**config.mk**
```make
export PLATFORM = sky130hd
export DESIGN_NAME = hd6309_dma_arbiter_flat
export DESIGN_NICKNAME = d
export VERILOG_FILES = /design/src/rtl/hd6309_dma_arbiter_if.sv /design/src/rtl/hd6309_dma_arbiter.sv /design/src/flat_wrapper.sv
export SDC_FILE = /design/constraint.sdc
export NUM_CORES = 1
export LEC_CHECK = 0
export ABC_CLOCK_PERIOD_IN_PS = 2850
export CELL_PAD_IN_SITES_DETAIL_PLACEMENT = 1
export CELL_PAD_IN_SITES_GLOBAL_PLACEMENT = 1
export CORE_ASPECT_RATIO = 0.7
export CORE_MARGIN = 1.5
export CORE_UTILIZATION = 35
export CTS_CLUSTER_DIAMETER = 200
export DETAILED_ROUTE_END_ITERATION = 8
export PLACE_DENSITY_LB_ADDON = 0.1
export SETUP_SLACK_MARGIN = 0.5
export SYNTH_ARGS = -nofsm -noshare
export SYNTH_HDL_FRONTEND = slang
export SYNTH_SLANG_ARGS = --single-unit
```
**constraint.sdc**
```tcl
create_clock -name CLK4 -period 2.85 [get_ports CLK4]
set_clock_uncertainty 0.15 [all_clocks]
set_input_delay 0.57 -clock CLK4 [delete_from_list [all_inputs] [get_ports CLK4]]
set_output_delay 0.57 -clock CLK4 [all_outputs]
set_load 0.005 [all_outputs]
```
**src/rtl/hd6309_dma_arbiter_if.sv**
```systemverilog
// Bus-sharing handshake between the HD6309 core, its clock wrapper and two DMA requesters.
// The arbiter uses the master modport; the core/requester side uses slave.
interface hd6309_dma_arbiter_if;
  logic [1:0] phase;
  logic       BA;
  logic       BS;
  logic [1:0] req;
  logic       nDMABREQ;
  logic [1:0] grant;
  logic       owner;
  logic       busy;

  modport master (
    input  phase, BA, BS, req,
    output nDMABREQ, grant, owner, busy
  );

  modport slave (
    output phase, BA, BS, req,
    input  nDMABREQ, grant, owner, busy
  );
endinterface

```
**src/rtl/hd6309_dma_arbiter.sv**
```systemverilog
// Shares the HD6309 bus between the CPU and two DMA requesters, sequenced on E-cycle
// boundaries, with round-robin tie breaking, a burst cap and a minimum release gap.
module hd6309_dma_arbiter #(
  parameter int unsigned MAX_BURST = 14,
  parameter int unsigned GAP       = 1
) (
  input  logic                 CLK4,
  input  logic                 nRESET,
  hd6309_dma_arbiter_if.master bus
);

  localparam int unsigned BURST_W = 4;
  localparam int unsigned GAP_W   = 2;
  localparam logic [BURST_W-1:0] BURST_LAST = BURST_W'(MAX_BURST - 1);
  localparam logic [BURST_W-1:0] BURST_SAT  = '1;
  localparam logic [GAP_W-1:0]   GAP_SAT    = '1;
  localparam logic [GAP_W:0]     GAP_MIN    = (GAP_W + 1)'(GAP);

  typedef enum logic [1:0] {IDLE, REQ, GRANT, RELEASE} state_t;

  state_t             state, state_n;
  logic               owner_q, owner_n;
  logic               last_q, last_n;
  logic [BURST_W-1:0] burst_q, burst_n;
  logic [GAP_W-1:0]   gap_q, gap_n;
  logic               nbreq_q, nbreq_n;
  logic [1:0]         grant_q, grant_n;
  logic               busy_q, busy_n;

  logic tick, released, req_own, end_grant;

  assign tick     = (bus.phase == 2'b11);
  assign released = bus.BA & bus.BS;
  assign req_own  = bus.req[owner_q];

  // State and registered outputs; reset clears grant asynchronously.
  always_ff @(posedge CLK4 or negedge nRESET) begin
    if (!nRESET) begin
      state   <= IDLE;
      owner_q <= 1'b0;
      last_q  <= 1'b1;
      burst_q <= '0;
      gap_q   <= '0;
      nbreq_q <= 1'b1;
      grant_q <= 2'b00;
      busy_q  <= 1'b0;
    end else begin
      state   <= state_n;
      owner_q <= owner_n;
      last_q  <= last_n;
      burst_q <= burst_n;
      gap_q   <= gap_n;
      nbreq_q <= nbreq_n;
      grant_q <= grant_n;
      busy_q  <= busy_n;
    end
  end

  // Next-state logic; only the bus-loss abort acts off the E-cycle tick.
  always_comb begin
    state_n   = state;
    owner_n   = owner_q;
    last_n    = last_q;
    burst_n   = burst_q;
    gap_n     = gap_q;
    nbreq_n   = nbreq_q;
    grant_n   = grant_q;
    busy_n    = busy_q;
    end_grant = 1'b0;

    case (state)
      IDLE: begin
        if (tick && (bus.req != 2'b00)) begin
          owner_n = (bus.req == 2'b11) ? ~last_q : bus.req[1];
          nbreq_n = 1'b0;
          busy_n  = 1'b1;
          state_n = REQ;
        end
      end
      REQ: begin
        if (tick) begin
          if (!req_own) begin
            nbreq_n = 1'b1;
            gap_n   = '0;
            state_n = RELEASE;
          end else if (released) begin
            grant_n = owner_q ? 2'b10 : 2'b01;
            burst_n = '0;
            state_n = GRANT;
          end
        end
      end
      GRANT: begin
        if (!released) begin
          end_grant = 1'b1;
        end else if (tick) begin
          if (burst_q != BURST_SAT) burst_n = burst_q + BURST_W'(1);
          if (!req_own || (burst_q == BURST_LAST)) end_grant = 1'b1;
        end
        if (end_grant) begin
          grant_n = 2'b00;
          nbreq_n = 1'b1;
          last_n  = owner_q;
          gap_n   = '0;
          state_n = RELEASE;
        end
      end
      RELEASE: begin
        if (tick) begin
          if (gap_q != GAP_SAT) gap_n = gap_q + GAP_W'(1);
          // gap_q counts completed ticks, so gap_q+1 is the E cycles spent released
          if ((({1'b0, gap_q} + (GAP_W + 1)'(1)) >= GAP_MIN) && !bus.BA) begin
            busy_n  = 1'b0;
            state_n = IDLE;
          end
        end
      end
      default: state_n = IDLE;
    endcase
  end

  assign bus.nDMABREQ = nbreq_q;
  assign bus.grant    = grant_q;
  assign bus.owner    = owner_q;
  assign bus.busy     = busy_q;

endmodule

```
**src/flat_wrapper.sv**
```systemverilog
// flat-port wrapper written by rule: the top's interface ports become plain ports
module hd6309_dma_arbiter_flat 
#(
  parameter int unsigned MAX_BURST = 14,
  parameter int unsigned GAP       = 1
)
  (CLK4, nRESET, bus_phase, bus_BA, bus_BS, bus_req, bus_nDMABREQ, bus_grant, bus_owner, bus_busy);
  hd6309_dma_arbiter_if bus_i ();
  input  logic CLK4;
  input  logic nRESET;
  input wire logic [$bits(bus_i.phase)-1:0] bus_phase;
  input wire logic [$bits(bus_i.BA)-1:0] bus_BA;
  input wire logic [$bits(bus_i.BS)-1:0] bus_BS;
  input wire logic [$bits(bus_i.req)-1:0] bus_req;
  output wire logic [$bits(bus_i.nDMABREQ)-1:0] bus_nDMABREQ;
  output wire logic [$bits(bus_i.grant)-1:0] bus_grant;
  output wire logic [$bits(bus_i.owner)-1:0] bus_owner;
  output wire logic [$bits(bus_i.busy)-1:0] bus_busy;
  assign bus_i.phase = bus_phase;
  assign bus_i.BA = bus_BA;
  assign bus_i.BS = bus_BS;
  assign bus_i.req = bus_req;
  assign bus_nDMABREQ = bus_i.nDMABREQ;
  assign bus_grant = bus_i.grant;
  assign bus_owner = bus_i.owner;
  assign bus_busy = bus_i.busy;
  hd6309_dma_arbiter #(.MAX_BURST(MAX_BURST), .GAP(GAP)) u_core (.CLK4(CLK4), .nRESET(nRESET), .bus(bus_i));
endmodule
```
# After elaboration in Yosys (flattened, before gate mapping)
# Cells that the tools add are included.
totals:
  inputBits: 8
  out_inout_bits: 5
  elab_cells: 97
  register_bits: 14
op_classes:
  order_cmp: 2
  addsub: 3
  eq_ne: 21
  mux: 42
  n_reduce_logical: 19
  n_bitwise: 2
ops:
  columns: ["op", "count"]
  rows:
  - ["$mux W2", 16]
  - ["$mux W4", 6]
  - ["$ne A2 B1 Y1 const B", 11]
  - ["$mux W1", 14]
  - ["$reduce_and A6 Y1", 2]
  - ["$reduce_and A5 Y1", 2]
  - ["$eq A2 B2 Y1 const B", 4]
  - ["$pmux W2 S4", 1]
  - ["$pmux W4 S2", 1]
  - ["$reduce_and A7 Y1", 1]
  - ["$pmux W2 S3", 1]
  - ["$reduce_bool A2 Y1", 3]
  - ["$reduce_bool A3 Y1", 2]
  - ["$add A4 B1 Y4 const B", 1]
  - ["$eq A4 B4 Y1 const B", 1]
  - ["$ne A2 B2 Y1 const B", 2]
  - ["$ne A4 B4 Y1 const B", 1]
  - ["$pmux W2 S2", 1]
  - ["$reduce_and A2 Y1", 2]
  - ["$reduce_and A4 Y1", 1]
  - ["$add A2 B1 Y3 const B", 1]
  - ["$ge A3 B1 Y1 const B", 1]
  - ["$ne A3 B2 Y1 const B", 1]
  - ["$pmux W1 S3", 1]
  - ["10 further kinds", 12]

# Logic depth before layout (Yosys ltp)
# Gate-level depths: netlist of the first run.
depth:
  word_depth: 10
  mapped_depth: 7
  depth_no_buf: 6

# Least setup slack after synthesis of the first run
# No wires, ideal clock.
synth_timing:
  path_kind: "reg2reg"
  startpoint: "register u_core.state[0]"
  endpoint: "register u_core.grant_q[0] (netlist: u_core.bus.grant[0])"
  period_less_slack_ns: 1.961
  slack_ns: 0.889
  path_buffers: 1
  stages_incl_launch_ff: 8
  arrival_time_ns: 1.686
  cell_sequence: "dfrtp_1 inv_1 ha_1 clkbuf_1 and3_1 nor2_1 o21ai_1 mux2_2"
synth_between:
  elab_chain_cells: 3
  word_cells_on_any_way: 9
  cone_classes: "eq/ne (6); mux (1); reduce/logical (2)"
synth_lines:
  columns: ["item", "line", "text"]
  rows:
  - ["start, declared", "hd6309_dma_arbiter.sv:21", "state_t state, state_n;"]
  - ["start signal, assigned", "hd6309_dma_arbiter.sv:48", "state <= state_n;"]
  - ["$eq A2 B2 Y1 / $eq A2 B1 Y1 (equally long branches)", "hd6309_dma_arbiter.sv:71", "case (state)"]
  - ["$ne A2 B1 Y1 (no line) / $reduce_bool A2 Y1 (equally long branches)", null, null]
  - ["$reduce_and A5 Y1 (no line)", null, null]
  - ["end signal, assigned", "hd6309_dma_arbiter.sv:54", "grant_q <= grant_n;"]
  - ["end, declared", "hd6309_dma_arbiter.sv:27", "logic [1:0] grant_q, grant_n;"]
# Parallel ways exist; a longest one is shown, timed or not.
# A chain may end at the register's enable or synchronous reset.

# Final worst setup path of the first run
layout_timing:
  startpoint: "input bus_req[0]"
  endpoint: "register u_core.burst_q[3]"
layout_between:
  elab_chain_cells: 4
layout_lines:
  columns: ["item", "line", "text"]
  rows:
  - ["start, declared", "flat_wrapper.sv:14", "input wire logic [$bits(bus_i.req)-1:0] bus_req;"]
  - ["$mux W1 (implied by the code) (2 in series)", "hd6309_dma_arbiter.sv:34", "assign req_own = bus.req[owner_q];"]
  - ["$ne A2 B1 Y1 (no line)", null, null]
  - ["$reduce_and A7 Y1 (no line)", null, null]
  - ["end signal, assigned", "hd6309_dma_arbiter.sv:51", "burst_q <= burst_n;"]
  - ["end, declared", "hd6309_dma_arbiter.sv:24", "logic [BURST_W-1:0] burst_q, burst_n;"]
# Every way passes these cells. The select of a mux whose other input is x is not followed.

==> flow_summary.yaml, run 1 <==
clock_tree:
  cts_setup_buffers: 0
  cts_tree: "built"
  cts_sinks: 12
  clock_path_buffers: 2
  clock_latency_ns: 0.28
  htreeDepth: 1
  cts_hold_buf: 0
  cts_root_buffer: "clkbuf_4"
  path_clk_slew_ns: 0.08
  cts_made_buffers: 3
  cts_resized: 0
synthesis:
  ys_types: 31
  yosys_warnings: 0
  synth_flop_cell: "dfrtp_1"
  syn_inst: 83
  ys_seq_area_frac: 0.368
  ys_ff_latch: 12
  synth-edff-count: 0
  synthArstFlopShare: 1.00
  synth_area_per_cell_sq_um: 9.90
  synth_fp_nets: 97
  synth_area_sq_um: 822
critical_path:
  timing.rr.end: "u_core.bus.grant[0]$_DFFE_PN0P_"
  crit_type: "in2reg"
  slowest_stage: "clkdlybuf4s50_1"
  rr_worst_depth: 6
  r2r_slack_ns: 0.69
  start_kind: "input port"
  critPathArrivalTime_ns: 2.20
  crit_start: "bus_req[0]"
  critPathMaxFanout: 5
  endpoint: "u_core.burst_q[3]$_DFFE_PN0P_"
  path_cells: "clkdlybuf4s50_1 > mux2i_1 > a2111oi_4 > nand3_1 > a32o_1"
  end_kind: "flip-flop"
  crit_path_max_incr_delay_ns: 0.55
  cp.required_ns: 2.87
  r2r-start: "u_core.state[1]$_DFFE_PN0P_"
layout:
  fillers: 251
  layout-drive-gt1-share: 0.144
  fin_util: 0.459
  antenna_cells: 0
  layout.nets: 112
  final_cell_area_sq_um: 1000
  synthToLayoutAreaGrowth_pct: 22.2
route:
  num_vias: 703
  route.detailed.drc: 0
  viasPerCell: 5.45
  post_drt_wl_per_cell_um: 15.7
  drt_pass1_iterations: 2
  drt_wl_total_mm: 2.03
  drt_iter0_drc: 40
  drtAntennaViolNets: 0
sta:
  finalMaxSlewViolations: 0
  post-route-period-util: 0.763
  fin_setup_tns_ns: 0
  tightest_slew_ns: 0.580
  max_slew_margin: 0.612
  finalSetupViolCount: 0
  fin_crit_ns: 2.17
  rsz0062_at_grt: "false"
  fmax_mhz: 460
  hold_viol: 0
flow_run:
  maxCapViolCount: 0
die:
  std_cell_rows: 14
  die_y_um: 43.5
  die_area_sq_um: 2650
  die_x_um: 60.9
  fp.coreArea_sq_um: 2190
  initial_utilization: 0.375
  ioPinCount: 13
outcome:
  status: "complete, no violations"
global_routing:
  antenna_found_initial: 0
  grt_max_degree: 13
  grt_pass1_wl_mm: 3.58
  grt.overflow.total: 0
  grt_pass1_vias: 745
  grt_use_total: 0.190
pwr:
  pwr_density_cell_nw_per_um2: 1060
  total_power_w: 0.00106
  p_leak_nw: 0.411
  worst_ir_drop_vdd_mv: 0.356
placed_design:
  port_buffers: 12
  gp_congestion: 0.817
  hpwlAfterDp_mm: 1.58
  place_area_sq_um: 975
worst_hold_path:
  hold_path_class: "reg2reg"
  min-delay-start: "u_core.bus.grant[0]$_DFFE_PN0P_"
per-stage QoR:
| stage | hold slack [ns] | cells | setup slack, ns |
|---|---|---|---|
| after floorplan | 0.124 | 83 | 0.889 |
| after global placement | 0.347 | 125 | 0.425 |
| after detailed placement | 0.352 | 125 | 0.402 |
| after CTS | 0.374 | 129 | 0.571 |
| after global routing | 0.402 | 129 | 0.541 |
| final | 0.366 | 129 | 0.676 |
cell usage in the layout (no fill, tap or decap), types with 2 or more instances in the layout:
cell type / n
inv_1: 5
a21oi_1: 3
nand3b_1: 2
nand3_1: 5
dfrtp_1: 10
o211ai_1: 2
a32o_1: 2
clkdlybuf4s50_1: 12
o21ai_0: 3
nor2_1: 6
nand2_1: 5
mux2_2: 5
mux2i_1: 3
clkbuf_4: 3
and3_1: 3
a211oi_1: 3
dfstp_2: 2
nand2b_1: 2
ha_1: 6
kinds of logic (layout without fill, tap and decap cells):
group / Yosys count / after routing / share of synthesized area
AND/OR/NAND/NOR: 27 / 27 / 0.172
adder cells (fa/ha/maj): 6 / 6 / 0.0913
multiplexers: 8 / 8 / 0.105
buffers and inverters: 7 / 21 / 0.0320
AO/OA/AOI/OAI: 23 / 23 / 0.231
flip-flops: 12 / 12 / 0.368
report_power, final:
| part | internal (W) | total [W] | switching [W] |
|---|---|---|---|
| sequential | 0.000251 | 0.000314 | 0.0000627 |
| clock | 0.0000543 | 0.000116 | 0.0000617 |
| combinational | 0.000314 | 0.000631 | 0.000317 |
| total | 0.000620 | 0.00106 | 0.000441 |
flip-flops by register name, indices dropped and copies added, names as in the netlist:
| name | flops |
|---|---|
| u_core.burst_q | 4 |
| u_core.bus.grant | 2 |
| u_core.state | 2 |
| u_core.bus.busy | 1 |
| u_core.bus.nDMABREQ | 1 |
| u_core.bus.owner | 1 |
| u_core.last_q | 1 |
worst min-delay path by stage:
stage / end / slack, ns / depth (start not counted)
floorplan: u_core.burst_q[0]$_DFFE_PN0P_ / 0.12 / 0
global placement: u_core.bus.grant[0]$_DFFE_PN0P_ / 0.35 / 1
detailed placement: u_core.bus.grant[0]$_DFFE_PN0P_ / 0.35 / 1
CTS: u_core.bus.grant[0]$_DFFE_PN0P_ / 0.37 / 1
global route: u_core.bus.grant[0]$_DFFE_PN0P_ / 0.40 / 1
finish: u_core.bus.grant[0]$_DFFE_PN0P_ / 0.37 / 1
metal layers:
layer / wire (um) / up-vias / track usage
met4: 19 / 0 / 0.0522
met2: 797 / 15 / 0.258
li1: - / 337 / -
met3: 110 / 2 / 0.0716
met5: 0 / - / 0
met1: 1100 / 349 / 0.283
layout make-up:
type / instances / area [sq um] / area share
multi-input combinational: 64 / 497 / 0.494
sequential: 12 / 303 / 0.301
timing repair buffer: 12 / 120 / 0.120
tap: 32 / 40.0 / 0.0399
clock buffer: 4 / 26.3 / 0.0262
inverter: 5 / 18.8 / 0.0187
cell usage after synthesis (2+ instances only):
library cell	number	area, sq um
a211oi_1	3	22.5
a21boi_1	2	15.0
a21oi_1	3	15.0
a32o_1	2	20.0
and3_1	3	18.8
clkbuf_1	2	7.51
dfrtp_1	10	250
dfstp_2	2	52.6
ha_1	6	75.1
inv_1	5	18.8
mux2_2	5	56.3
mux2i_1	3	30.0
nand2_1	5	18.8
nand2b_1	2	12.5
nand3_1	5	25.0
nand3b_1	2	15.0
nor2_1	6	22.5
o211ai_1	2	15.0
o21ai_0	3	15.0
critical path: cells and delay by family:
family / cells / cell delay (ns)
compound gates: 2 / 0.75
simple gates: 1 / 0.13
buf+inv: 1 / 0.55
mux: 1 / 0.19
Note: power is estimated with default switching activity, not from simulation.
==> run 2: changes to the inputs <==
--- a/config.mk
+++ b/config.mk
@@ -5,7 +5,7 @@
 export SDC_FILE = /design/constraint.sdc
 export NUM_CORES = 1
 export LEC_CHECK = 0
-export ABC_CLOCK_PERIOD_IN_PS = 2850
+export ABC_CLOCK_PERIOD_IN_PS = 1700
 export CELL_PAD_IN_SITES_DETAIL_PLACEMENT = 1
 export CELL_PAD_IN_SITES_GLOBAL_PLACEMENT = 1
 export CORE_ASPECT_RATIO = 0.7
==> constraint.sdc (replaced) <==
create_clock -name CLK4 -period 1.7 [get_ports CLK4]
set_clock_uncertainty 0.15 [all_clocks]
set_input_delay 0.34 -clock CLK4 [delete_from_list [all_inputs] [get_ports CLK4]]
set_output_delay 0.34 -clock CLK4 [all_outputs]
set_load 0.005 [all_outputs]
==> flow_summary.yaml, run 2 (same netlist as run 1, synthesis figures left out) <==
outcome:
  status: "complete, but fails checks"
  violations: "negative setup slack"
placed_design:
  hpwlAfterDp_mm: 1.95
  port_buffers: 12
  gp_congestion: 0.728
  placedCellCount: 148
route:
  drt_pass1_iterations: 4
  route.detailed.drc: 0
  num_vias: 847
  drt_iter0_drc: 23
  drt_wl_total_mm: 2.91
  drtAntennaViolNets: 0
  viasPerCell: 5.26
  post_drt_wl_per_cell_um: 18.1
clock_tree:
  cts_hold_buf: 0
  cts_root_buffer: "clkbuf_4"
  clock_latency_ns: 0.30
  path_clk_slew_ns: 0.09
  cts_made_buffers: 3
  cts_tree: "built"
  htreeDepth: 1
  clock_path_buffers: 2
  cts_sinks: 12
die:
  die_area_sq_um: 2650
  die_x_um: 60.9
  ioPinCount: 13
  die_y_um: 43.5
  std_cell_rows: 14
  initial_utilization: 0.375
  fp.coreArea_sq_um: 2190
sta:
  fin_crit_ns: 1.86
  rsz0062_at_grt: "true"
  finalSetupViolCount: 10
  fmax_mhz: 539
  hold_slack_ns: 0.119
  max_slew_margin: 0.731
  worst_slack_ns: -0.157
  finalMaxSlewViolations: 0
  hold_viol: 0
  tightest_slew_ns: 0.396
  post-route-period-util: 1.09
critical_path:
  critPathMaxFanout: 5
  path_cells: "inv_2 > ha_4 > a21boi_4 > a2111oi_4 > buf_4 > and2_4 > a32o_1"
  cp.buffers_inverters: 2
  crit_type: "reg2reg"
  crit_family: "compound AO/OA/AOI/OAI gates"
  cp.required_ns: 1.74
  slowest_stage: "dfrtp_1"
  critPathArrivalTime_ns: 1.90
  end_kind: "flip-flop"
  start_kind: "flip-flop"
  crit_path_max_incr_delay_ns: 0.40
layout:
  layout-drive-gt1-share: 0.612
  layout_commonest_cell: "buf_4"
  regMostFlops: "u_core.burst_q"
  largest_register_ffs: 4
  layout.nets: 144
  final-seq-area_sq_um: 304
  multi_input_area_sq_um: 672
  layout_common_cells: "25 x buf_4, 9 x dfrtp_1, 8 x buf_6"
  antenna_cells: 0
  fillers: 224
  synthToLayoutAreaGrowth_pct: 76.6
  instances_no_fill: 161
global_routing:
  antenna_found_initial: 0
  grt_use_total: 0.260
  grt.overflow.total: 0
  grt_pass1_vias: 952
  grt_max_degree: 9
  grt_pass1_wl_mm: 4.89
pwr:
  worst_ir_drop_vdd_mv: 0.878
  p_leak_nw: 0.616
  pwr_density_cell_nw_per_um2: 1910
flow_run:
  maxCapViolCount: 0
worst_hold_path:
  hold_path_class: "in2async"
run 2: changes by cell type in the layout (fill, tap and decap cells not counted), sizes merged:
cell	before	now
dlygate4sd2	0	4
buf	0	37
clkdlybuf4s50	12	3
run 2: report_power, final:
part | internal (W) | switching, W
registers | 0.000424 | 0.0000829
clock network | 0.000131 | 0.000121
logic | 0.00112 | 0.000902
total | 0.00167 | 0.00111
run 2: final timing paths:
path | startpoint | end | slack (ns) | cells after the start
setup / recovery | u_core.state[1]$_DFFE_PN0P_ | u_core.burst_q[3]$_DFFE_PN0P_ | -0.16 | 7
max in group asynchronous | nRESET | u_core.bus.grant[1]$_DFFE_PN0P_ | 0.88 | 2
setup reg to reg | u_core.state[1]$_DFFE_PN0P_ | u_core.burst_q[3]$_DFFE_PN0P_ | -0.16 | 7
hold reg to reg | u_core.bus.grant[1]$_DFFE_PN0P_ | u_core.bus.grant[1]$_DFFE_PN0P_ | 0.38 | 1
min in group CLK4 | u_core.bus.grant[1]$_DFFE_PN0P_ | u_core.bus.grant[1]$_DFFE_PN0P_ | 0.38 | 1
hold / removal | nRESET | u_core.bus.busy$_DFFE_PN0P_ | 0.12 | 1
run 2: routing by layer:
metal,vias up,global-route usage,part of all wire
met5,-,0,0
met4,0,0.100,0.016
met3,4,0.0537,0.035
met2,15,0.432,0.49
met1,424,0.331,0.46
li1,404,-,-
run 2: metrics by stage:
stage	setup slack [ns]	cell area, sq um	TNS, ns	utilization	power (W)
3_3_place_gp	-0.387	1250	-3.68	0.571	0.00203
3_5_place_dp	-0.491	1250	-4.30	0.571	0.00209
5_1_grt	-0.205	1450	-1.46	0.663	0.00294
4_1_cts	-0.137	1420	-0.782	0.649	0.00268
2_1_floorplan	-0.0976	945	-0.489	-	0.00148
6_report	-0.157	1450	-0.917	0.663	0.00278
run 2: what timing repair did:
action,in CTS,in global routing
setup endpoints to repair,17,17
buffers inserted,8,1
pin swaps,12,2
gates resized for setup,49,4
run 2: cell type report:
type	count	area share
Tap cell	32	0.0276
Clock buffer	4	0.0250
Sequential cell	12	0.209
Multi-Input combinational cell	64	0.463
Timing Repair Buffer	44	0.260
Inverter	5	0.0147
==> run 3: changes to the inputs <==
--- a/config.mk
+++ b/config.mk
@@ -15,6 +15,7 @@
 export DETAILED_ROUTE_END_ITERATION = 8
 export PLACE_DENSITY_LB_ADDON = 0.1
 export SETUP_SLACK_MARGIN = 0.5
+export SLEW_MARGIN = 15
 export SYNTH_ARGS = -nofsm -noshare
 export SYNTH_HDL_FRONTEND = slang
 export SYNTH_SLANG_ARGS = --single-unit
==> constraint.sdc (replaced) <==
create_clock -name CLK4 -period 1.7 [get_ports CLK4]
set_clock_uncertainty 0.15 [all_clocks]
set_input_delay 0.34 -clock CLK4 [delete_from_list [all_inputs] [get_ports CLK4]]
set_output_delay 0.34 -clock CLK4 [all_outputs]
set_load 0.05 [all_outputs]
==> flow_summary.yaml, run 3 (same netlist as run 1, synthesis figures left out) <==
sta:
  tightest_slew_ns: 0.494
  worst_slack_ns: -0.245
  hold_viol: 0
  fmax_mhz: 514
  rsz0062_at_grt: "true"
  finalSetupViolCount: 10
  post-route-period-util: 1.14
  fin_crit_ns: 1.95
  finalMaxSlewViolations: 0
  max_slew_margin: 0.664
route:
  num_vias: 898
  drt_iter0_drc: 32
  drt_pass1_iterations: 4
  drtAntennaViolNets: 0
  route.detailed.drc: 0
  drt_wl_total_mm: 3.43
  viasPerCell: 5.68
  post_drt_wl_per_cell_um: 21.7
critical_path:
  start_kind: "flip-flop"
  rr_worst_depth: 7
  critPathMaxFanout: 4
  r2r_slack_ns: -0.25
  crit_type: "reg2reg"
  critPathArrivalTime_ns: 2.00
  crit_start: "u_core.state[0]$_DFFE_PN0P_"
  end_kind: "flip-flop"
  timing.rr.end: "u_core.burst_q[1]$_DFFE_PN0P_"
  cp.required_ns: 1.75
  r2r-start: "u_core.state[0]$_DFFE_PN0P_"
clock_tree:
  htreeDepth: 1
  path_clk_slew_ns: 0.09
  cts_sinks: 12
  cts_root_buffer: "clkbuf_4"
  clock_path_buffers: 2
  cts_tree: "built"
  cts_made_buffers: 3
  clock_latency_ns: 0.29
pwr:
  pwr_density_cell_nw_per_um2: 2190
  p_leak_nw: 0.623
  worst_ir_drop_vdd_mv: 0.999
layout:
  multi_input_area_sq_um: 677
  synthToLayoutAreaGrowth_pct: 82.3
  antenna_cells: 0
  regMostFlops: "u_core.burst_q"
  layout-drive-gt1-share: 0.627
  largest_register_ffs: 4
  layout_commonest_cell: "buf_4"
  fillers: 228
  final-seq-area_sq_um: 305
  instances_no_fill: 158
  layout_common_cells: "22 x buf_4, 8 x dfrtp_1, 7 x buf_12"
  layout.nets: 141
placed_design:
  hpwlAfterDp_mm: 2.01
  pre_cts_ws_ns: -0.429
  placedCellCount: 145
  port_buffers: 12
  gp_congestion: 0.769
die:
  std_cell_rows: 14
  die_x_um: 60.9
  die_area_sq_um: 2650
  die_y_um: 43.5
  ioPinCount: 13
  initial_utilization: 0.375
  fp.coreArea_sq_um: 2190
worst_hold_path:
  hold_path_class: "in2async"
global_routing:
  antenna_found_initial: 0
  grt_pass1_wl_mm: 4.97
  grt_use_total: 0.276
  grt_max_degree: 9
  grt_pass1_vias: 936
  grt.overflow.total: 0
outcome:
  status: "complete, but fails checks"
  violations: "negative setup slack"
flow_run:
  maxCapViolCount: 0
==> run 3: where the power goes <==
group	internal [W]	total (W)	leakage (nW)	switching, W
combinational	0.00132	0.00252	0.463	0.00120
sequential	0.000427	0.000551	0.144	0.000124
clock	0.0000914	0.000207	0.0150	0.000115
==> run 3: metrics by stage <==
stage	total power, W	hold slack (ns)	TNS [ns]	instance area [sq um]	utilization
after floorplan	0.00168	-0.106	-0.470	937	-
after CTS	0.00294	0.121	-1.01	1400	0.641
after global routing	0.00342	0.147	-2.05	1500	0.685
after global placement	0.00244	0.373	-3.44	1290	0.591
after detailed placement	0.00249	0.402	-4.05	1290	0.591
final	0.00328	0.121	-1.54	1500	0.685
==> run 3: layout make-up <==
cell class                      count  share of cell area
Clock buffer                        4              0.0175
Multi-Input combinational cell     64               0.452
Inverter                            5              0.0159
Tap cell                           32              0.0267
Sequential cell                    12               0.204
Timing Repair Buffer               41               0.285
==> run 3: worst max-delay path by stage <==
stage,to,cells after the start
CTS,u_core.burst_q[3]$_DFFE_PN0P_,5
floorplan,u_core.burst_q[3]$_DFFE_PN0P_,6
finish,u_core.burst_q[1]$_DFFE_PN0P_,7
global placement,u_core.burst_q[3]$_DFFE_PN0P_,6
detailed placement,u_core.burst_q[3]$_DFFE_PN0P_,6
global route,u_core.burst_q[1]$_DFFE_PN0P_,7
==> run 3: timing repair <==
item | in CTS | in global routing
hold buffers | 0 | 0
pin swaps | 12 | 6
cloned | 0 | 0
buffers inserted | 2 | 7
setup endpoints to repair | 17 | 17
resized for setup | 24 | 12
==> run 3: routing by layer <==
metal,up-vias,part of all wire,global-route usage
met2,39,0.48,0.458
met1,450,0.42,0.345
met4,0,0.030,0.100
met3,15,0.068,0.0716
li1,394,-,-
met5,-,0,0
==> run 3: worst max-delay path, cell delays in order (launching register included) <==
cell       delay [ns]
dfrtp_2          0.44
inv_4            0.07
ha_4             0.28
inv_4            0.04
a2111oi_4        0.44
buf_4            0.20
nand4b_1         0.11
o21ai_1          0.14
==> RTL change, RTL diff (flow settings as in run 3) <==
The localparam `BURST_W` goes from 4 to 5.
--- a/src/rtl/hd6309_dma_arbiter.sv
+++ b/src/rtl/hd6309_dma_arbiter.sv
@@ -9,7 +9,7 @@
   hd6309_dma_arbiter_if.master bus
 );
 
-  localparam int unsigned BURST_W = 4;
+  localparam int unsigned BURST_W = 5;
   localparam int unsigned GAP_W   = 2;
   localparam logic [BURST_W-1:0] BURST_LAST = BURST_W'(MAX_BURST - 1);
   localparam logic [BURST_W-1:0] BURST_SAT  = '1;
Behaviour: same outputs for any inputs over 10 cycles, from zero or initial values and one cycle with nRESET low; that may be too few to reach the edited logic, so the function may still have changed.
==> RTL change against run 3 <==
- the run still ends with negative setup slack left
- sequential cell count up 1
- first-iteration DRC count is 47% lower
- largest cell class unchanged
- sequential power rose by 4.5%
- synthesized area up 2.3%
- wire length fell by 14%
- total power fell by 19%
- largest power group unchanged
- clock power increased by 2%
- synthesized cell count rose by 4.8%
- critical path type is now primary input to flop
- register-to-register slack better by 0.08 ns
- worst setup slack better by 0.037 ns
- via count fell by 8.9%
- final area decreased by 6.1%
==> RTL change: results (changes against run 3) <==
- Outcome: finished with violations
- Violated checks: negative setup slack
- Terminus of the critical flop-to-flop path: u_core.bus.grant[1]
- Distinct cell type count of the synthesized netlist: 30 (-3.2%)
- Final Hold Slack: 0.197 ns (+0.0751 ns)
- Top post-synthesis cells by area: sky130_fd_sc_hd__dfrtp_1 33%, sky130_fd_sc_hd__ha_1 12%, sky130_fd_sc_hd__dfstp_2 6.3%
- Number of cells on the worst reg-to-reg path: 5 (-2)
- Number of fill cells: 255 (+12%)
- Met1 track demand over resource: 34.9% (+0.42 points)
- Sum of negative setup slack: -1.57 ns (-0.0306 ns)
- Met3 layer wire length in the routed design: 108 um (-54%)
- Post-cts gate resize count: 13 (-46%)
- Adder-cell share of the synthesized area: 11.9% (+2.8 points)
- Number of failing setup endpoints in the final timing report: 11 (+1)
- Reg-to-reg critical path startpoint: u_core.bus.owner
- Data arrival, critical path: 1.94 ns (-0.06 ns)
- Post-Syn Nets: 103 (+6.2%)
- Transition time at the pin with the least slew margin: 0.338 ns (-0.156 ns)
- Global-route wire length before repair: 4.56 mm (-8.3%)
- Wl on met1: 1.39 mm (-2.7%)
- Least setup slack across all paths after layout: -0.208 ns (+0.0369 ns)
- Peak per-stage delay on the critical path: 0.47 ns (+0.03 ns)
- Post-CTS setup buffer count: 3 (+1)
- Pin count of the biggest net entering global routing: 14 (+5)
- DR WL met2: 1.44 mm (-13%)
- Worst slack, placed: -0.517 ns (-0.0880 ns)
- Number of non-filler instances in the completed layout: 161 (+1.9%)
- Share of final-layout standard cells stronger than drive strength 1: 50.4% (-12 points)
- Area delta synth->final: 67.4%
- Via density: 5.08 (-11%)
## RTL change: cell count changes in the layout (fill, tap and decap cells not counted), moves of 3 or more
cell and change:
sky130_fd_sc_hd__nand2_1 +4, sky130_fd_sc_hd__nand4_1 +4, sky130_fd_sc_hd__o21ai_1 +4, sky130_fd_sc_hd__nand3_2 -3
## RTL change: how the worst max path moves through the flow
stage,start,to,slack (ns),depth (start not counted)
after detailed placement,bus_phase[1],u_core.burst_q[4],-0.52,8
final,bus_req[0],u_core.bus.grant[1],-0.21,6
after floorplan,u_core.bus.owner,u_core.state[1],-0.18,5
after global placement,bus_phase[1],u_core.burst_q[4],-0.42,8
after CTS,u_core.burst_q[1],u_core.bus.grant[0],-0.15,7
after global routing,u_core.burst_q[1],u_core.burst_q[4],-0.26,9
## RTL change: final cells by class
class / instances / area share (%)
clock buffer: 3 / 1.60
clock inverter: 1 / 0.356
inverter: 5 / 1.33
multi-input combinational: 69 / 43.6
sequential: 13 / 23.5
tap: 32 / 2.84
timing repair buffer: 38 / 26.8
